==> config.mk <==
export PLATFORM = sky130hd
export DESIGN_NAME = leading_zero_normalizer
export DESIGN_NICKNAME = d
export VERILOG_FILES = /design/src/rtl/leading_zero_normalizer.sv
export SDC_FILE = /design/constraint.sdc
export NUM_CORES = 1
export LEC_CHECK = 0
export BUFFER_PORTS_ARGS = -buffer_cell sky130_fd_sc_hd__buf_2
export CORE_ASPECT_RATIO = 1.5
export CORE_MARGIN = 2
export CORE_UTILIZATION = 60
export CTS_CLUSTER_DIAMETER = 150
export DETAILED_ROUTE_END_ITERATION = 12
export HOLD_SLACK_MARGIN = 0.08
export MAX_ROUTING_LAYER = met4
export PLACE_DENSITY = 0.76
export REMOVE_ABC_BUFFERS = 1
export SYNTH_ARGS = -nofsm -noshare
export SYNTH_HDL_FRONTEND = slang
export SYNTH_SLANG_ARGS = --single-unit
==> constraint.sdc <==
create_clock -name clock -period 5.63 [get_ports clock]
set_input_delay 0.8445 -clock clock [delete_from_list [all_inputs] [get_ports clock]]
set_output_delay 0.8445 -clock clock [all_outputs]
set_load 0.1 [all_outputs]
==> src/rtl/leading_zero_normalizer.sv <==
// ============================================================================
// leading_zero_normalizer
//
// Counts leading zeros, leading ones or trailing zeros of an operand and
// shifts the operand by that count. The result is zero-filled: it is shifted
// left for the leading modes and right for the trailing mode. The count is
// built by a binary segment tree that is spread over STAGES register ranks.
// Each rank has a valid bit, and an elastic valid/ready handshake lets empty
// ranks (bubbles) fill even while the output is stalled.
//
// Parameters
//   WIDTH   operand width, 2..64
//   STAGES  pipeline depth (register ranks), 1..4
//   CW      count width, $clog2(WIDTH)+1
//
// Ports
//   clock       rising-edge clock
//   resetN      asynchronous active-low reset
//   inValid     upstream offers operand/mode
//   inReady     block can accept this cycle
//   operand     value to scan
//   mode        00 lead zeros, 01 lead ones, 10 trail zeros, 11 as 00
//   outValid    result registers hold a valid result
//   outReady    downstream accepts the result
//   count       number of matching digits
//   normalized  operand shifted by count
//   allMatch    every operand bit matched (count == WIDTH)
// ============================================================================
module leading_zero_normalizer #(
    parameter  int WIDTH  = 24,
    parameter  int STAGES = 2,
    localparam int CW     = $clog2(WIDTH) + 1
) (
    input  logic             clock,
    input  logic             resetN,
    input  logic             inValid,
    output logic             inReady,
    input  logic [WIDTH-1:0] operand,
    input  logic [1:0]       mode,
    output logic             outValid,
    input  logic             outReady,
    output logic [CW-1:0]    count,
    output logic [WIDTH-1:0] normalized,
    output logic             allMatch
);

    // Segment tree geometry: operand padded up to SEGS = 2**LVLS one-bit leaves.
    localparam int LVLS = $clog2(WIDTH);
    localparam int SEGS = 1 << LVLS;
    localparam int LPS  = (LVLS + STAGES - 1) / STAGES;

    if (STAGES < 1 || STAGES > 4) begin : g_bad_stages
        $error("leading_zero_normalizer: STAGES must be 1..4");
    end
    if (WIDTH < 2 || WIDTH > 64) begin : g_bad_width
        $error("leading_zero_normalizer: WIDTH must be 2..64");
    end

    // First tree level combined by stage s.
    function automatic int lvl_lo(input int s);
        return (s * LPS < LVLS) ? s * LPS : LVLS;
    endfunction

    // One past the last tree level combined by stage s.
    function automatic int lvl_hi(input int s);
        return ((s + 1) * LPS < LVLS) ? (s + 1) * LPS : LVLS;
    endfunction

    // Handshake
    logic [STAGES:0]   stage_ready_s;
    logic [STAGES-1:0] up_valid_s;
    logic [STAGES-1:0] load_s;
    logic [STAGES-1:0] valid_q;
    logic [STAGES-1:0] valid_d;

    // Mode decode at the input
    logic              ones_in_s;
    logic              trail_in_s;
    logic              digit_s;

    // Per-stage tree state after the stage's own combine levels
    logic [CW-1:0]     lvl_s       [STAGES][SEGS];
    logic [WIDTH-1:0]  stg_op_s    [STAGES];
    logic              stg_trail_s [STAGES];

    // Inter-stage registers (the last rank registers results instead)
    logic [CW-1:0]     seg_q   [STAGES][SEGS];
    logic [CW-1:0]     seg_d   [STAGES][SEGS];
    logic [WIDTH-1:0]  op_q    [STAGES];
    logic [WIDTH-1:0]  op_d    [STAGES];
    logic              trail_q [STAGES];
    logic              trail_d [STAGES];

    // Result registers
    logic [CW-1:0]     fin_cnt_s;
    logic [CW-1:0]     count_q;
    logic [CW-1:0]     count_d;
    logic [WIDTH-1:0]  norm_q;
    logic [WIDTH-1:0]  norm_d;
    logic              all_q;
    logic              all_d;

    assign ones_in_s  = (mode == 2'b01);
    assign trail_in_s = (mode == 2'b10);

    // Ready chain from the output back to the input; an empty rank is always ready.
    always_comb begin
        stage_ready_s         = '0;
        stage_ready_s[STAGES] = outReady;
        for (int s = STAGES - 1; s >= 0; s--) begin
            stage_ready_s[s] = ~valid_q[s] | stage_ready_s[s+1];
        end
    end

    // Held low during reset so nothing is accepted until the first edge after release.
    assign inReady = resetN & stage_ready_s[0];

    // Valid propagation: a ready rank takes whatever its upstream offers.
    always_comb begin
        up_valid_s    = '0;
        up_valid_s[0] = inValid & inReady;
        for (int s = 1; s < STAGES; s++) begin
            up_valid_s[s] = valid_q[s-1];
        end
        load_s  = stage_ready_s[STAGES-1:0] & up_valid_s;
        valid_d = valid_q;
        for (int s = 0; s < STAGES; s++) begin
            if (stage_ready_s[s]) begin
                valid_d[s] = up_valid_s[s];
            end else begin
                valid_d[s] = valid_q[s];
            end
        end
    end

    // Stage inputs: rank 0 sees the raw operand, later ranks see the previous registers.
    always_comb begin
        stg_op_s[0]    = operand;
        stg_trail_s[0] = trail_in_s;
        for (int s = 1; s < STAGES; s++) begin
            stg_op_s[s]    = op_q[s-1];
            stg_trail_s[s] = trail_q[s-1];
        end
    end

    // Segment tree. A segment's value is the run of matching digits from its
    // scan-start end. The value is capped at the segment width, so bit k set at
    // level k means the whole segment matched and the run continues into the
    // next segment. Leaves past WIDTH are zero, so they stop the run and keep
    // the count <= WIDTH.
    always_comb begin
        digit_s = 1'b0;
        for (int s = 0; s < STAGES; s++) begin
            for (int j = 0; j < SEGS; j++) begin
                lvl_s[s][j] = '0;
            end
        end
        // Leaf j is the j-th bit in scan order (MSB-first, or LSB-first when trailing).
        for (int j = 0; j < WIDTH; j++) begin
            if (trail_in_s) begin
                digit_s = operand[j];
            end else begin
                digit_s = operand[WIDTH-1-j];
            end
            if (ones_in_s) begin
                lvl_s[0][j] = {{(CW-1){1'b0}}, digit_s};
            end else begin
                lvl_s[0][j] = {{(CW-1){1'b0}}, ~digit_s};
            end
        end
        for (int s = 1; s < STAGES; s++) begin
            for (int j = 0; j < SEGS; j++) begin
                lvl_s[s][j] = seg_q[s-1][j];
            end
        end
        // In-place pairwise combine; entry j is written only after 2j and 2j+1 are read.
        for (int s = 0; s < STAGES; s++) begin
            for (int k = lvl_lo(s); k < lvl_hi(s); k++) begin
                for (int j = 0; j < (SEGS >> (k + 1)); j++) begin
                    if (lvl_s[s][2*j][k]) begin
                        lvl_s[s][j] = lvl_s[s][2*j] + lvl_s[s][2*j+1];
                    end else begin
                        lvl_s[s][j] = lvl_s[s][2*j];
                    end
                end
            end
        end
    end

    // Next-state for the datapath registers: load on accept, otherwise hold.
    always_comb begin
        seg_d     = seg_q;
        op_d      = op_q;
        trail_d   = trail_q;
        count_d   = count_q;
        norm_d    = norm_q;
        all_d     = all_q;
        fin_cnt_s = lvl_s[STAGES-1][0];
        for (int s = 0; s < STAGES - 1; s++) begin
            if (load_s[s]) begin
                for (int j = 0; j < SEGS; j++) begin
                    seg_d[s][j] = lvl_s[s][j];
                end
                op_d[s]    = stg_op_s[s];
                trail_d[s] = stg_trail_s[s];
            end else begin
                op_d[s]    = op_q[s];
                trail_d[s] = trail_q[s];
            end
        end
        // The last rank finishes the tree and applies the shift.
        if (load_s[STAGES-1]) begin
            count_d = fin_cnt_s;
            if (stg_trail_s[STAGES-1]) begin
                norm_d = stg_op_s[STAGES-1] >> fin_cnt_s;
            end else begin
                norm_d = stg_op_s[STAGES-1] << fin_cnt_s;
            end
            all_d = (fin_cnt_s == CW'(WIDTH));
        end else begin
            count_d = count_q;
            norm_d  = norm_q;
            all_d   = all_q;
        end
    end

    // State registers; reset empties every rank and zeroes the visible results.
    always_ff @(posedge clock or negedge resetN) begin
        if (!resetN) begin
            valid_q <= '0;
            count_q <= '0;
            norm_q  <= '0;
            all_q   <= 1'b0;
            for (int s = 0; s < STAGES; s++) begin
                op_q[s]    <= '0;
                trail_q[s] <= 1'b0;
                for (int j = 0; j < SEGS; j++) begin
                    seg_q[s][j] <= '0;
                end
            end
        end else begin
            valid_q <= valid_d;
            count_q <= count_d;
            norm_q  <= norm_d;
            all_q   <= all_d;
            op_q    <= op_d;
            trail_q <= trail_d;
            seg_q   <= seg_d;
        end
    end

    assign outValid   = valid_q[STAGES-1];
    assign count      = count_q;
    assign normalized = norm_q;
    assign allMatch   = all_q;

endmodule

==> results of run 1 <==
area by class of cell:
type / count / area, um2 / share of cell area
multi-input combinational: 718 / 4910 / 0.636
inverter: 33 / 124 / 0.0161
timing repair buffer: 76 / 418 / 0.0542
tap: 153 / 191 / 0.0248
clock buffer: 14 / 284 / 0.0368
sequential: 70 / 1750 / 0.227
clock inverter: 2 / 37.5 / 0.00486
cells by family after synthesis:
group                      count (synthesis)  share of synthesized area
muxes                                     47                     0.0700
adders and majority gates                 34                     0.0707
buffers and inverters                    110                     0.0733
AOI/OAI and AO/OA                        358                      0.353
xor gates and xnor gates                  11                     0.0134
DFF                                       70                      0.244
and+or+nand+nor                          268                      0.176
Yosys cell counts (4+ instances only):
cell type | count | area share
a211o_1 | 5 | 0.0061
a211oi_1 | 20 | 0.021
a21boi_0 | 6 | 0.0063
a21o_1 | 9 | 0.0094
a21oi_1 | 64 | 0.045
a221oi_1 | 20 | 0.024
a22o_1 | 4 | 0.0049
a22oi_1 | 14 | 0.015
a311o_1 | 5 | 0.0070
a311oi_1 | 10 | 0.012
a31oi_1 | 21 | 0.018
a32o_1 | 11 | 0.015
a32oi_1 | 11 | 0.013
and2_1 | 4 | 0.0035
and3_1 | 7 | 0.0061
buf_2 | 21 | 0.015
buf_4 | 9 | 0.0094
buf_6 | 7 | 0.011
clkbuf_1 | 36 | 0.019
dfrtp_1 | 70 | 0.24
fa_1 | 11 | 0.031
ha_1 | 23 | 0.040
inv_1 | 32 | 0.017
mux2_2 | 22 | 0.034
mux2i_1 | 24 | 0.033
nand2_1 | 107 | 0.056
nand2b_1 | 5 | 0.0044
nand3_1 | 19 | 0.013
nand3b_1 | 10 | 0.010
nor2_1 | 62 | 0.032
nor2b_1 | 7 | 0.0061
nor3_1 | 22 | 0.015
o211ai_1 | 13 | 0.014
o21a_1 | 8 | 0.0084
o21ai_0 | 70 | 0.049
o21ai_1 | 11 | 0.0077
o31a_1 | 8 | 0.0098
o31ai_1 | 10 | 0.010
or3_1 | 5 | 0.0044
xnor2_1 | 7 | 0.0085
xor2_1 | 4 | 0.0049
how the worst max path moves through the flow:
stage,from,end,slack (ns),cells past startpoint
2_1_floorplan,seg_q[372]$_DFFE_PN0P_,normalized[20]$_DFFE_PN0P_,0.84,13
3_3_place_gp,mode[0],lvl_s[175]$_DFFE_PN0P_,1.15,13
3_5_place_dp,mode[1],lvl_s[175]$_DFFE_PN0P_,1.00,11
4_1_cts,seg_q[378]$_DFFE_PN0P_,normalized[17]$_DFFE_PN0P_,1.23,13
5_1_grt,seg_q[378]$_DFFE_PN0P_,normalized[17]$_DFFE_PN0P_,0.82,13
6_report,seg_q[372]$_DFFE_PN0P_,normalized[11]$_DFFE_PN0P_,1.02,13
layer usage:
layer / global-route usage / vias to the layer above / part of all wire
met2: 0.637 / 503 / 0.49
met4: 0.248 / 0 / 0.080
met3: 0.0665 / 149 / 0.080
met5: - / - / 0
met1: 0.437 / 3569 / 0.35
li1: - / 3411 / -
cells in the final DEF, fill, tap and decap left out, types with 13 or more instances in the layout:
master    instances
buf_4            15
a221oi_1         20
inv_1            32
nor2_1           62
mux2_2           22
buf_2            61
nand2_1         106
mux2i_1          24
a22oi_1          14
nand3_1          19
o211ai_1         13
nor3_1           22
ha_1             23
a211oi_1         20
o21ai_0          70
a31oi_1          21
dfrtp_1          70
a21oi_1          64
critical path: stages (launching register included):
cell     delay [ns]
dfrtp_1        0.38
ha_1           0.24
fa_1           0.43
mux2_4         0.30
inv_2          0.11
fa_1           0.52
inv_1          0.28
nor3_4         0.17
nor2_2         0.70
a21oi_1        0.18
a22oi_1        0.48
a21oi_1        0.19
a311o_1        0.39
o21ai_1        0.14
power by group through the flow:
stage          registers [W]  logic (W)  clock network, W
3_5_place_dp        0.000741    0.00177                 0
4_1_cts             0.000733    0.00178          0.000610
5_1_grt             0.000749    0.00191          0.000632
3_3_place_gp        0.000734    0.00176                 0
6_report            0.000738    0.00182          0.000610
2_1_floorplan        0.00132   0.000765                 0
sequential cells by signal, summed over array words and instances, names as in the netlist:
signal	count
normalized	24
seg_q	8
allMatch	1
count	6
lvl_s	4
stg_trail_s	1
op_q	24
valid_q	2
metrics by stage:
stage               hold WS (ns)  cell area, um2  utilization  setup WS, ns
CTS                        0.468            7720        0.652          1.23
detailed placement         0.455            7400        0.625          1.00
floorplan                  0.456            6780            -         0.840
finish                     0.469            7720        0.652          1.02
global route               0.514            7720        0.652         0.823
global placement           0.455            7400        0.625          1.15
==> flow_summary_export.csv, run 1 <==
group,metric,value,unit
timing,hold_viol_final,0,
setup_path,timing_worst_setup_path_type,"register to register",
timing,finalSetupViolations,0,
clock_network,clockBufferDepth,2,
drt,vias,7632,
global_route,grt_use_total,0.391,
worst_hold_path,min_from,"allMatch$_DFFE_PN0P_",
power,power_frac_seq,0.233,
drt,drt-initial-drc-count,1045,
clock_network,path_clk_slew,0.06,ns
run,drv_cap,0,
clock_network,cts_tree,"yes",
power,max-vdd-ir-drop,0.000264,V
clock_network,cts_buffers,9,
setup_path,cp_max_fo,18,
finish,drive_gt1_frac,0.156,
setup_path,reg2reg_from,"seg_q[372]$_DFFE_PN0P_",
status,status,"finished clean",
clock_network,postCtsHoldBufs,0,
power,p_int,0.00149,W
setup_path,crit_required,5.89,ns
die,die-height,138,um
clock_network,clock_latency,0.34,ns
timing,finalMaxSlewViolations,0,
setup_path,ff2ff_setup_slack,1.02,ns
power,power.share.clock,0.192,
logic_synthesis,synth_edf_count,0,
setup_path,cp-start-kind,"register",
clock_network,cts_root_buffer,"clkbuf_16",
global_route,antenna_found_initial,0,
logic_synthesis,avgSynthCellArea,8.00,um2
drt,routed_via_density,7.16,
logic_synthesis,synthFlopType,"dfrtp_1",
logic_synthesis,ys_types,83,
finish,fill_cells,1052,
global_route,grt_pass1_wl,38.4,mm
finish,fin_nets,972,
power,p_switching,0.00168,W
logic_synthesis,synth_seq_area_share,0.244,
timing,max_freq,217,MHz
timing,timing.final.crit_period,4.61,ns
power,power_density,411,nW/um2
setup_path,worstRegToRegCells,13,
drt,drt_pre_antenna_iters,7,
worst_hold_path,whs_endpoint,"allMatch$_DFFE_PN0P_",
drt,ant_nets,0,
setup_path,rr_endpoint,"normalized[11]$_DFFE_PN0P_",
timing,finClkSkew,0.00517,ns
setup_path,critPathCaptureType,"register",
clock_network,cts_sinks,70,
die,die_x,93.3,um
placed_design,dp_cells,1050,
power,combPwrFrac,0.575,
logic_synthesis,synthArstFlopShare,1.00,
die,std_cell_rows,49,
drt,post-route-drc-count,0,
setup_path,arrival,4.88,ns
placed_design,port_buffers,62,
timing,setup_tns,0,ns
logic_synthesis,syn_area,7180,um2
finish,syn_to_final_growth,7.44,%
clock_network,cts_resized,0,
global_route,grt_max_degree,72,
power,swShare,0.530,
worst_hold_path,hold_depth,2,
global_route,first_global_vias,7102,
power,p_leak,3.28,nW
power,total_power,0.00317,W
clock_network,post_cts_buffers,0,
finish,stdcell_count,1066,
placed_design,dpl.hpwl,18.3,mm
die,io_pins,63,
timing,slew_headroom,0.348,
worst_hold_path,min_path_type,"register to register",
logic_synthesis,yosys_warnings,0,
die,dieArea,12900,um2
drt,drt_wl_total,24.8,mm
finish,antenna_cells,0,
die,start_util,0.607,
die,coreArea,11800,um2
global_route,grt_overflow_total,0,
logic_synthesis,synth_seq_cells,70,
placed_design,globalplace.congestion,1.06,
drt,wl_per_cell,23.2,um
timing,rsz0062_at_grt,"no",
clock_network,cts.htree.levels,3,
logic_synthesis,synthCells,898,
timing,worst_slew_pin_slew,0.975,ns
timing,period_share,0.820,
Power figures use the tool's default switching activity.
==> run 2: changes to the inputs <==
==> constraint.sdc (replaced) <==
create_clock -name clock -period 4.75 [get_ports clock]
set_input_delay 0.7125 -clock clock [delete_from_list [all_inputs] [get_ports clock]]
set_output_delay 0.7125 -clock clock [all_outputs]
set_load 0.1 [all_outputs]
==> run 2 against run 1 <==
Compared with the run above:
- sequential power up 18%
- worst setup slack worse by 0.73 ns
- die area unchanged
- combinational power up 20%
- core utilization up 0.47 points
- count of clock-buffer cells in the layout down 4
- global-route usage up 1.8 points
- power up 16%
==> flow_summary_export.csv, run 2 (synthesis gave the netlist of run 1 again) <==
group,metric,value,unit
setup_path,reg2reg_from,"seg_q[372]$_DFFE_PN0P_",
die,die-height,138,um
timing,finClkSkew,0.00869,ns
worst_hold_path,hold_depth,2,
status,status,"finished clean",
finish,drive_gt1_frac,0.167,
global_route,grt_overflow_total,0,
die,die_x,93.3,um
clock_network,cts_tree,"yes",
setup_path,arrival,4.69,ns
drt,vias,7611,
timing,max_freq,224,MHz
clock_network,postCtsHoldBufs,0,
setup_path,worstRegToRegCells,13,
global_route,grt_max_degree,71,
global_route,grtUsageMet2,0.666,
placed_design,dpl.hpwl,18.9,mm
finish,syn_to_final_growth,8.20,%
setup_path,cp-start-kind,"register",
finish,antenna_cells,0,
timing,hold_ws,0.481,ns
power,power.share.clock,0.173,
drt,wl_per_cell,23.4,um
die,start_util,0.607,
clock_network,cts_buffers,9,
power,p_switching,0.00202,W
worst_hold_path,min_path_type,"register to register",
global_route,grt_use_total,0.409,
run,drv_cap,0,
global_route,gr-usage-met1,0.457,
finish,final_common_cell,"nand2_1",
die,coreArea,11800,um2
clock_network,path_clk_slew,0.06,ns
global_route,grt_busiest_layer,"met2",
power,p_int,0.00168,W
power,combPwrFrac,0.592,
setup_path,ff2ff_setup_slack,0.29,ns
setup_path,critPathCaptureType,"register",
drt,ant_nets,0,
setup_path,cp_max_fo,20,
placed_design,port_buffers,62,
setup_path,timing_worst_setup_path_type,"register to register",
clock_network,cts_sinks,70,
drt,drt_wl_total,25.2,mm
finish,fin_nets,983,
drt,drt-initial-drc-count,916,
global_route,gr-usage-met3,0.0692,
die,dieArea,12900,um2
global_route,grt_pass1_wl,40.5,mm
power,max-vdd-ir-drop,0.000275,V
setup_path,rr_endpoint,"normalized[8]$_DFFE_PN0P_",
timing,finalMaxSlewViolations,0,
clock_network,cts.htree.levels,3,
timing,slew_headroom,0.324,
clock_network,clockBufferDepth,2,
worst_hold_path,min_from,"normalized[13]$_DFFE_PN0P_",
power,p_leak,3.32,nW
die,std_cell_rows,49,
power,power_density,475,nW/um2
setup_path,crit_required,4.98,ns
timing,rsz0062_at_grt,"no",
timing,hold_viol_final,0,
power,swShare,0.546,
die,io_pins,63,
drt,post-route-drc-count,0,
drt,drt_pre_antenna_iters,6,
timing,period_share,0.940,
drt,routed_via_density,7.07,
global_route,antenna_found_initial,0,
timing,finalSetupViolations,0,
power,total_power,0.00369,W
power,power_frac_seq,0.236,
placed_design,globalplace.congestion,1.08,
clock_network,clock_latency,0.34,ns
timing,worst_slew_pin_slew,1.01,ns
global_route,first_global_vias,7543,
clock_network,cts_root_buffer,"clkbuf_16",
finish,layout_common_cells,"106 x nand2_1, 70 x o21ai_0, 70 x dfrtp_1, 64 x a21oi_1, 62 x nor2_1",
worst_hold_path,whs_endpoint,"normalized[13]$_DFFE_PN0P_",
timing,timing.final.crit_period,4.46,ns
-- run 2: worst max-delay path: stages, from the launching register on --
cell and delay, ns:
dfrtp_1 0.39, ha_1 0.25, fa_1 0.51, xnor2_1 0.17, a21oi_1 0.31, ha_1 0.34, a21oi_1 0.22, a21boi_0 0.15
nor3_1 0.26, o21a_1 0.74, nor2_1 0.31, a221oi_1 0.42, o21ai_0 0.13, o31a_1 0.13
-- run 2: cell type report --
type                            instances  area, um2
Inverter                               33        124
Clock buffer                           10        239
Sequential cell                        70       1750
Multi-Input combinational cell        718       4920
Clock inverter                          6       37.5
Fill cell                            1015       4060
Timing Repair Buffer                   87        513
Tap cell                              153        191
-- run 2: worst max path at each step --
| stage | start | end | slack, ns | cells past startpoint |
|---|---|---|---|---|
| after floorplan | seg_q[372]$_DFFE_PN0P_ | normalized[20]$_DFFE_PN0P_ | -0.04 | 13 |
| after global placement | seg_q[372]$_DFFE_PN0P_ | normalized[18]$_DFFE_PN0P_ | 0.44 | 13 |
| after detailed placement | seg_q[372]$_DFFE_PN0P_ | normalized[17]$_DFFE_PN0P_ | 0.28 | 13 |
| after CTS | seg_q[372]$_DFFE_PN0P_ | normalized[17]$_DFFE_PN0P_ | 0.28 | 13 |
| after global routing | seg_q[372]$_DFFE_PN0P_ | normalized[8]$_DFFE_PN0P_ | 0.03 | 13 |
| final | seg_q[372]$_DFFE_PN0P_ | normalized[8]$_DFFE_PN0P_ | 0.29 | 13 |
-- run 2: routing by layer --
| metal | part of all wire | vias to the layer above | wire length [um] |
|---|---|---|---|
| li1 | - | 3424 | - |
| met3 | 0.072 | 150 | 1810 |
| met1 | 0.35 | 3605 | 8910 |
| met4 | 0.080 | 0 | 2020 |
| met2 | 0.49 | 432 | 12400 |
| met5 | 0 | - | 0 |
-- run 2: repair_timing --
action                                  4_1_cts  5_1_grt
resized for setup                             0        1
endpoints found under the setup margin        0        6
setup buffers                                 0        3
-- run 2: metrics by stage --
step	cells	utilization	setup WS, ns	setup TNS, ns	instance area, um2
after floorplan	821	-	-0.0401	-0.0949	6780
after global placement	1058	0.631	0.441	0	7470
after detailed placement	1058	0.631	0.276	0	7470
after CTS	1074	0.655	0.276	0	7740
after global routing	1077	0.657	0.0311	0	7770
final	1077	0.657	0.287	0	7770
-- run 2: power groups by stage --
stage	logic [W]	clock network, W	registers, W
after CTS	0.00214	0.000635	0.000867
after global routing	0.00231	0.000661	0.000887
after global placement	0.00211	0	0.000868
final	0.00218	0.000638	0.000871
after floorplan	0.000907	0	0.00156
after detailed placement	0.00213	0	0.000878
==> run 3: changes to the inputs <==
--- a/config.mk
+++ b/config.mk
@@ -5,10 +5,12 @@
 export SDC_FILE = /design/constraint.sdc
 export NUM_CORES = 1
 export LEC_CHECK = 0
+export ABC_AREA = 1
 export BUFFER_PORTS_ARGS = -buffer_cell sky130_fd_sc_hd__buf_2
 export CORE_ASPECT_RATIO = 1.5
 export CORE_MARGIN = 2
 export CORE_UTILIZATION = 60
+export CTS_BUF_LIST = sky130_fd_sc_hd__clkbuf_4
 export CTS_CLUSTER_DIAMETER = 150
 export DETAILED_ROUTE_END_ITERATION = 12
 export HOLD_SLACK_MARGIN = 0.08
==> run 3 against run 2 <==
Compared with the run above:
- synthesized area is 4.8% lower
- first-iteration DRC count fell by 30%
- cell count up 17%
- critical path depth is 4 higher
- register-to-register slack gained 0.53 ns
- combinational power fell by 6%
- die area shrank 4.6%
- count of clock-buffer cells in the layout fell by 1
- clock skew is 0.0093 ns higher
- power is 13% lower
==> flow_summary_export.csv, run 3 <==
group,metric,value,unit
clock_network,post_cts_buffers,0,
timing,worst_slew_pin_slew,0.940,ns
logic_synthesis,yosysTopAreaCellShare,0.256,
finish,drive_gt1_frac,0.119,
finish,fill_cells,1150,
clock_network,cts_buffers,9,
finish,layout_common_cells,"338 x nand2_1, 214 x nand3_1, 107 x inv_1, 79 x o21ai_0, 70 x dfrtp_1",
drt,ant_nets,0,
clock_network,cts_resized,0,
finish,multi_input_area,4360,um2
logic_synthesis,ys_top_cells_by_area,"dfrtp_1 26%, nand2_1 19%, nand3_1 16%",
drt,vias,7077,
clock_network,cts_root_buffer,"clkbuf_4",
drt,drt-initial-drc-count,642,
drt,wl_per_cell,14.8,um
logic_synthesis,synthFlopType,"dfrtp_1",
timing,hold_ws,0.482,ns
clock_network,clockBufferDepth,2,
setup_path,path_cells,"ha_1, fa_1, nand2_1, o21ai_0, inv_1, fa_1, xnor2_1, nand3_1, nand2_2, inv_2, nand3_1, nand3_1, nand3_1, nand2_1, nand2_1, nand2_1, nand2_1",
setup_path,cp-start-kind,"register",
setup_path,startpoint,"seg_q[372]$_DFFE_PN0P_",
logic_synthesis,synth_seq_cells,70,
drt,routed_via_density,5.62,
logic_synthesis,synth_seq_area_share,0.256,
logic_synthesis,synthCells,1082,
logic_synthesis,avgSynthCellArea,6.32,um2
setup_path,path_delay_family,"adder cells",
setup_path,crit_required,5.09,ns
timing,finalMaxSlewViolations,0,
global_route,first_global_vias,6527,
placed_design,port_buffers,62,
timing,timing.final.crit_period,3.94,ns
global_route,antenna_found_initial,1,
timing,finClkSkew,0.0180,ns
logic_synthesis,yosys_warnings,0,
run,drv_cap,0,
die,coreArea,11100,um2
logic_synthesis,synthTopCellsByCount,"339 x nand2_1, 214 x nand3_1, 107 x inv_1",
logic_synthesis,synth_edf_count,0,
clock_network,postCtsHoldBufs,0,
placed_design,globalplace.congestion,0.982,
setup_path,timing_worst_setup_path_type,"register to register",
setup_path,critPathCaptureType,"register",
die,die-height,135,um
logic_synthesis,syn_area,6840,um2
finish,fin_util,0.651,
placed_design,placed_area,7090,um2
worst_hold_path,min_path_type,"register to register",
timing,hold_viol_final,0,
drt,drt_pre_antenna_iters,8,
die,start_util,0.619,
finish,final_common_cell,"nand2_1",
timing,slew_headroom,0.372,
die,io_pins,63,
setup_path,cp_max_fo,40,
worst_hold_path,min_from,"normalized[13]$_DFFE_PN0P_",
timing,period_share,0.828,
finish,fin_nets,1170,
logic_synthesis,synth_top_area_cell,"dfrtp_1",
setup_path,max_stage_delay,0.66,ns
global_route,grt_overflow_total,0,
power,power_density,446,nW/um2
logic_synthesis,yosysMostFrequentCell,"nand2_1",
clock_network,path_clk_slew,0.12,ns
die,dieArea,12300,um2
die,die_x,91.2,um
logic_synthesis,ys_types,39,
global_route,grt_use_total,0.321,
finish,syn_to_final_growth,5.27,%
timing,max_freq,254,MHz
timing,finalSetupViolations,0,
power,p_leak,3.94,nW
clock_network,cts.htree.levels,3,
clock_network,cts_tree,"yes",
drt,drt_wl_total,18.7,mm
finish,ff_latch_area,1750,um2
setup_path,cp_slowest_cell,"inv_2",
clock_network,clock_latency,0.46,ns
global_route,grt_pass1_wl,31.1,mm
timing,rsz0062_at_grt,"no",
global_route,grt_max_degree,71,
clock_network,cts_sinks,70,
finish,design_area,7200,um2
setup_path,reg2reg_from,"seg_q[372]$_DFFE_PN0P_",
placed_design,dpl.hpwl,14.2,mm
status,status,"finished clean",
drt,post-route-drc-count,0,
setup_path,ff2ff_setup_slack,0.81,ns
setup_path,timing.critical_path.mode_cell,"nand2_1",
setup_path,arrival,4.27,ns
die,std_cell_rows,47,
logic_synthesis,synthArstFlopShare,1.00,
power,max-vdd-ir-drop,0.000219,V
timing,setup_tns,0,ns
setup_path,worst-path-buf-inv,2,
-- run 3: cell type report --
| class | count | share of cell area |
|---|---|---|
| multi-input combinational | 842 | 0.605 |
| clock buffer | 9 | 0.00938 |
| tap | 147 | 0.0255 |
| inverter | 112 | 0.0584 |
| antenna | 1 | 0.000348 |
| timing repair buffer | 71 | 0.0525 |
| clock inverter | 7 | 0.00573 |
| sequential | 70 | 0.243 |
-- run 3: worst paths after layout --
check | endpoint | cells past startpoint
min in group asynchronous | normalized[16]$_DFFE_PN0P_ | 2
hold reg to reg | normalized[13]$_DFFE_PN0P_ | 2
setup / recovery | normalized[2]$_DFFE_PN0P_ | 17
setup reg to reg | normalized[2]$_DFFE_PN0P_ | 17
max in group asynchronous | op_q[28]$_DFFE_PN0P_ | 2
hold / removal | normalized[13]$_DFFE_PN0P_ | 2
-- run 3: where the power goes --
group	total, W	internal, W	switching [W]
clock network	0.000334	0.000102	0.000232
registers	0.000815	0.000736	0.0000791
logic	0.00206	0.000455	0.00161
-- run 3: worst register-to-register path: stages, from the launching register on --
cell and delay, ns:
dfrtp_1 0.40, ha_1 0.23, fa_1 0.48, nand2_1 0.05
o21ai_0 0.15, inv_1 0.13, fa_1 0.45, xnor2_1 0.15
nand3_1 0.08, nand2_2 0.32, inv_2 0.67, nand3_1 0.24
nand3_1 0.13, nand3_1 0.09, nand2_1 0.07, nand2_1 0.05
nand2_1 0.08, nand2_1 0.05
-- run 3: layer usage --
layer  GRT usage  vias up  wire length, um
met2       0.546      256             9350
met3      0.0385       60              967
met4       0.162        0              751
met5           -        -                0
met1       0.374     3181             7600
li1            -     3580                -
-- run 3: metrics by stage --
step | worst slack [ns] | std cells | total power (W)
4_1_cts | 0.858 | 1258 | 0.00321
2_1_floorplan | 0.969 | 1024 | 0.00246
3_3_place_gp | 0.773 | 1242 | 0.00285
3_5_place_dp | 0.681 | 1242 | 0.00287
5_1_grt | 0.510 | 1259 | 0.00343
6_report | 0.815 | 1259 | 0.00321
-- run 3: cell families after synthesis --
family | Yosys count | synth area share
and+or+nand+nor | 644 | 0.420
buffers and inverters | 170 | 0.108
AOI/OAI and AO/OA | 147 | 0.120
DFF | 70 | 0.256
adders and majority gates | 34 | 0.0743
xor gates and xnor gates | 17 | 0.0218
